<file path="src/rtl/gc_refresh_rotation_ctrl.sv">
// Rotating refresh controller for three gain-cell banks; user port follows the active bank.
// Optional refresh-done checking is enabled by defining REF_DONE_CHECK_EN.
module gc_refresh_rotation_ctrl #(
  parameter int ADDR_W     = 7,
  parameter int DATA_W     = 64,
  parameter int DEPTH      = 128,
  parameter int REF_PERIOD = 1024
) (
  input  logic              clk,
  input  logic              rst,
  input  logic              usr_we,
  input  logic              usr_re,
  input  logic [ADDR_W-1:0] usr_addr,
  input  logic [DATA_W-1:0] usr_wdata,
  output logic [DATA_W-1:0] usr_rdata,
  output logic              usr_rvalid,
  input  logic              force_ref,
  input  logic [DATA_W-1:0] bank_rd0,
  input  logic [DATA_W-1:0] bank_rd1,
  input  logic [DATA_W-1:0] bank_rd2,
  input  logic [2:0]        ref_done_in,
  output logic [2:0]        u_we,
  output logic [2:0]        u_re,
  output logic [ADDR_W-1:0] u_write_addr,
  output logic [ADDR_W-1:0] u_read_addr,
  output logic [DATA_W-1:0] u_data_in,
  output logic [2:0]        ref_en,
  output logic [2:0]        start_sr,
  output logic [1:0]        active_bank,
  output logic              ref_busy,
  output logic              ref_err
);

  localparam int TW = $clog2(REF_PERIOD);
  localparam logic [TW-1:0] T_RELOAD = TW'(REF_PERIOD - 1);
  localparam logic [ADDR_W-1:0] C_LAST = ADDR_W'(DEPTH - 1);

  typedef enum logic [1:0] {IDLE, START, COPY, DONE} state_t;

  state_t            state, state_nx;
  logic [TW-1:0]     timer, timer_nx;
  logic [ADDR_W-1:0] cnt, cnt_nx;
  logic [1:0]        bank, bank_nx, dst, rd_bank;
  logic              rvalid_q;
  logic [2:0]        src_oh;

  assign src_oh = 3'b001 << bank;
  assign dst    = (bank == 2'd2) ? 2'd0 : bank + 2'd1;

  always_ff @(posedge clk or negedge rst) begin
    if (!rst) begin
      state    <= IDLE;
      timer    <= T_RELOAD;
      cnt      <= '0;
      bank     <= 2'd0;
      rvalid_q <= 1'b0;
      rd_bank  <= 2'd0;
    end else begin
      state    <= state_nx;
      timer    <= timer_nx;
      cnt      <= cnt_nx;
      bank     <= bank_nx;
      rvalid_q <= usr_re;
      rd_bank  <= bank;
    end
  end

  always_comb begin
    state_nx = state;
    timer_nx = timer;
    cnt_nx   = cnt;
    bank_nx  = bank;
    ref_en   = 3'b000;
    start_sr = 3'b000;
    ref_busy = 1'b0;
    case (state)
      IDLE: begin
        if (timer == '0 || force_ref) state_nx = START;
        else timer_nx = timer - 1'b1;
      end
      START: begin
        start_sr = src_oh;
        ref_en   = src_oh;
        ref_busy = 1'b1;
        cnt_nx   = '0;
        state_nx = COPY;
      end
      COPY: begin
        ref_en   = src_oh;
        ref_busy = 1'b1;
        cnt_nx   = cnt + 1'b1;
        if (cnt == C_LAST) state_nx = DONE;
      end
      DONE: begin
        ref_busy = 1'b1;
        bank_nx  = dst;
        timer_nx = T_RELOAD;
        state_nx = IDLE;
      end
      default: state_nx = IDLE;
    endcase
  end

  // User traffic always lands on the bank holding the valid image
  assign u_we         = usr_we ? src_oh : 3'b000;
  assign u_re         = usr_re ? src_oh : 3'b000;
  assign u_write_addr = usr_addr;
  assign u_read_addr  = usr_addr;
  assign u_data_in    = usr_wdata;
  assign active_bank  = bank;
  assign usr_rvalid   = rvalid_q;

  always_comb begin
    usr_rdata = '0;
    if (rvalid_q) begin
      case (rd_bank)
        2'd0:    usr_rdata = bank_rd0;
        2'd1:    usr_rdata = bank_rd1;
        2'd2:    usr_rdata = bank_rd2;
        default: usr_rdata = '0;
      endcase
    end
  end

`ifdef REF_DONE_CHECK_EN
  logic [2:0] done_q;
  logic [2:0] dst_oh;
  logic       err_q;

  assign dst_oh = 3'b001 << dst;

  always_ff @(posedge clk or negedge rst) begin
    if (!rst) begin
      done_q <= 3'b000;
      err_q  <= 1'b0;
    end else begin
      done_q <= ref_done_in;
      if (state == DONE && (ref_done_in & dst_oh) == 3'b000) err_q <= 1'b1;
      if (state == IDLE && |(ref_done_in & ~done_q)) err_q <= 1'b1;
    end
  end

  assign ref_err = err_q;
`else
  logic unused_done;
  assign unused_done = ^ref_done_in;
  assign ref_err     = 1'b0;
`endif

endmodule
</file>
<file path="config.mk">
export PLATFORM = sky130hd
export DESIGN_NAME = gc_refresh_rotation_ctrl
export DESIGN_NICKNAME = d
export VERILOG_FILES = /design/src/rtl/gc_refresh_rotation_ctrl.sv
export SDC_FILE = /design/constraint.sdc
export NUM_CORES = 1
export LEC_CHECK = 0
export ABC_AREA = 1
export ABC_CLOCK_PERIOD_IN_PS = 2200
export BUFFER_PORTS_ARGS = -buffer_cell sky130_fd_sc_hd__buf_4
export CAP_MARGIN = 20
export CORE_AREA = 2 2 168 170
export CTS_CLUSTER_DIAMETER = 60
export DETAILED_ROUTE_END_ITERATION = 10
export DIE_AREA = 0 0 170 172
export HOLD_SLACK_MARGIN = 0.12
export PLACE_DENSITY = 0.37
export SETUP_SLACK_MARGIN = 0.5
export SYNTH_ARGS = -nofsm -noshare
export SYNTH_HDL_FRONTEND = slang
export SYNTH_SLANG_ARGS = --single-unit
</file>
<file path="constraint.sdc">
create_clock -name clk -period 2.2 [get_ports clk]
set_clock_uncertainty 0.1 [all_clocks]
set_input_delay 0.44 -clock clk [delete_from_list [all_inputs] [get_ports clk]]
set_output_delay 0.44 -clock clk [all_outputs]
set_load 0.005 [all_outputs]
</file>
==> flow_summary.toml <==
[run_status]
status = "finished clean"

[placed_design]
io_buffers = 276
place.gp.congestion = 0.719
dpl-instance-area_um2 = 5600
hpwlAfterDp_mm = 13.3

[clocking]
root_buffer = "clkbuf_16"
cts_tree = "built"
clkTransAtPathRegs_ns = 0.07
clkSinkCount = 24
cts_buffer_depth = 2
cts_max_level = 1
clock_latency_ns = 0.26
numCtsBuffers = 3

[yosys]
synthCells = 675
ys_seq_area_share_pct = 16.7
synth_seq_cells = 24
avgSynthCellArea_um2 = 5.43
ys_types = 27
yosys_warnings = 0
synth_nets = 953
syn_area_um2 = 3670

[die]
num_io_pins = 430
rows = 61
start_util_pct = 13.3
die-area_um2 = 29200
die_x_um = 170
core_area_um2 = 27500
dieHeight_um = 172

[route]
routed_wl_mm = 21.4
drt_iter0_markers = 162
detail-route-antenna-nets = 0
drc = 0
num_vias = 4955
dr.pass1.iters = 4
via_per_inst = 3.96
wl_per_cell_um = 17.1

[critical_path]
cpMostUsedCell = "buf_6"
rr_startpoint = "state[1]"
path_buf_inv = 4
path_cells = "nor2_4 -> buf_6 -> clkbuf_16 -> nand2_2 -> nand3_2 -> nand2_1 -> inv_2 -> buf_6"
critical_path.endpoint_type = "output pin"
cp.required_ns = 1.66
arrival_ns = 1.63
crit_type = "reg2out"
worst_path_largest_cell_delay_ns = 0.45
r2r_end = "timer[3]"
path_max_fanout = 8
r2r_slack_ns = 0.58
cp-start-kind = "flip-flop"
cp_top_family = "buffers and inverters"
critPathSlowestCell = "dfrtp_2"
rr_worst_depth = 8
crit_cells = 8

[global_routing]
grt_pass1_wl_mm = 26.3
grt_pass1_vias = 4476
grt_usage_pct = 11.7
antenna_found_initial = 0
grt_overflow_total = 0
grt_max_degree = 37

[finish]
stdcell_area_um2 = 7300
fin_nets = 1185
area_delta_synth_final_pct = 99.2
final_cell_mix = "buf_4 (257), nand2_1 (208), nand2_2 (67)"
final_common_cell = "buf_4"
drive_gt1_share_pct = 61.0
antenna_cells = 0

[timing]
final-setup-viol-count = 0
rsz0062_at_grt = "true"
fmax_mhz = 461
fin_crit_ns = 2.17
drv_slew = 0
hold_viol = 0
period_share_pct = 98.7

[hold_path]
hold_end = "usr_rvalid"
min-delay-start = "usr_re"
min_path_type = "in2reg"
hold_depth = 1

[job]
maxCapViolations = 0

[pwr]
vdd_drop_max_uv = 255
pwr_density_cell_nw_per_um2 = 219
p_leak_nw = 4.06
p_total_w = 0.00160
synth_stat cells:
master | n | area share [%]
nand3_2 | 1 | 0.27
nand3b_1 | 1 | 0.20
inv_2 | 6 | 0.61
conb_1 | 1 | 0.10
dfrtp_1 | 14 | 9.6
buf_6 | 1 | 0.31
dfstp_2 | 10 | 7.2
buf_4 | 79 | 16
nor2_1 | 30 | 3.1
xor2_1 | 1 | 0.24
clkbuf_1 | 7 | 0.72
xnor2_1 | 1 | 0.24
a21oi_1 | 7 | 0.96
or2_2 | 2 | 0.34
o21ai_0 | 9 | 1.2
nor2_2 | 2 | 0.34
nand2_1 | 297 | 30
nand2_4 | 2 | 0.61
buf_2 | 19 | 2.6
nand2_2 | 1 | 0.17
nor3_1 | 1 | 0.14
clkinv_1 | 1 | 0.10
inv_1 | 84 | 8.6
o21ai_2 | 7 | 1.7
ha_1 | 7 | 2.4
nor2_4 | 2 | 0.61
nand3_1 | 82 | 11
area by class of cell:
cell class | count | area [um2]
Clock buffer | 3 | 75.1
Clock inverter | 1 | 30.0
Fill cell | 3074 | 20200
Inverter | 91 | 360
Multi-Input combinational cell | 455 | 2700
Sequential cell | 24 | 617
Tap cell | 346 | 433
Timing Repair Buffer | 332 | 3090
timing repair:
item,4_1_cts,5_1_grt
hold buffers,1,0
gates resized for setup,41,244
pin swaps,8,45
buffers inserted,15,10
cloned,5,15
setup endpoints to repair,83,91
endpoints found under the hold margin,14,0
layer usage:
metal | GRT usage (%) | vias up | wire, um
met5 | 0 | - | 0
met4 | 0.929 | 0 | 27
met1 | 13.2 | 2296 | 8560
li1 | - | 2424 | -
met2 | 20.9 | 233 | 10500
met3 | 5.68 | 2 | 2310
per-stage QoR:
stage | setup slack, ns | utilization (%) | TNS (ns) | std cells | hold slack, ns
finish | 0.0295 | 26.6 | 0 | 1252 | 0.196
global route | -0.0458 | 26.6 | -1.07 | 1252 | 0.196
CTS | 0.0418 | 22.2 | 0 | 1227 | 0.193
detailed placement | 0.260 | 20.4 | 0 | 1202 | 0.276
global placement | 0.271 | 20.4 | 0 | 1202 | 0.277
floorplan | 0.579 | - | 0 | 675 | 0.0444
worst max path at each step:
stage,startpoint,endpoint,slack [ns]
floorplan,rd_bank[1],usr_rdata[12],0.58
global placement,rd_bank[0],usr_rdata[57],0.27
detailed placement,rd_bank[0],usr_rdata[57],0.26
CTS,rd_bank[1],usr_rdata[13],0.04
global route,rd_bank[0],usr_rdata[17],-0.05
finish,rd_bank[1],usr_rdata[45],0.03
power by group:
group	internal [W]	switching, W	total (W)
combinational	0.000392	0.000228	0.000620
sequential	0.000443	0.000000966	0.000444
clock	0.000362	0.000175	0.000538
logic make-up (layout without fill, tap and decap cells):
kind of cell	count (synthesis)	after routing	share of synthesized area, %
AOI/OAI and AO/OA	23	23	3.86
xor gates and xnor gates	2	2	0.478
DFF	24	24	16.7
adders and majority gates	7	7	2.39
buffers and inverters	197	427	29.1
and+or+nand+nor	421	422	47.4
other	1	1	0.102
sequential cells by signal, summed over array words and instances, names as in the netlist:
signal and count:
rd_bank 2, state 2, usr_rvalid 1, timer 10, cnt 7, active_bank 2
No activity file was read; power rests on OpenSTA's default activity.
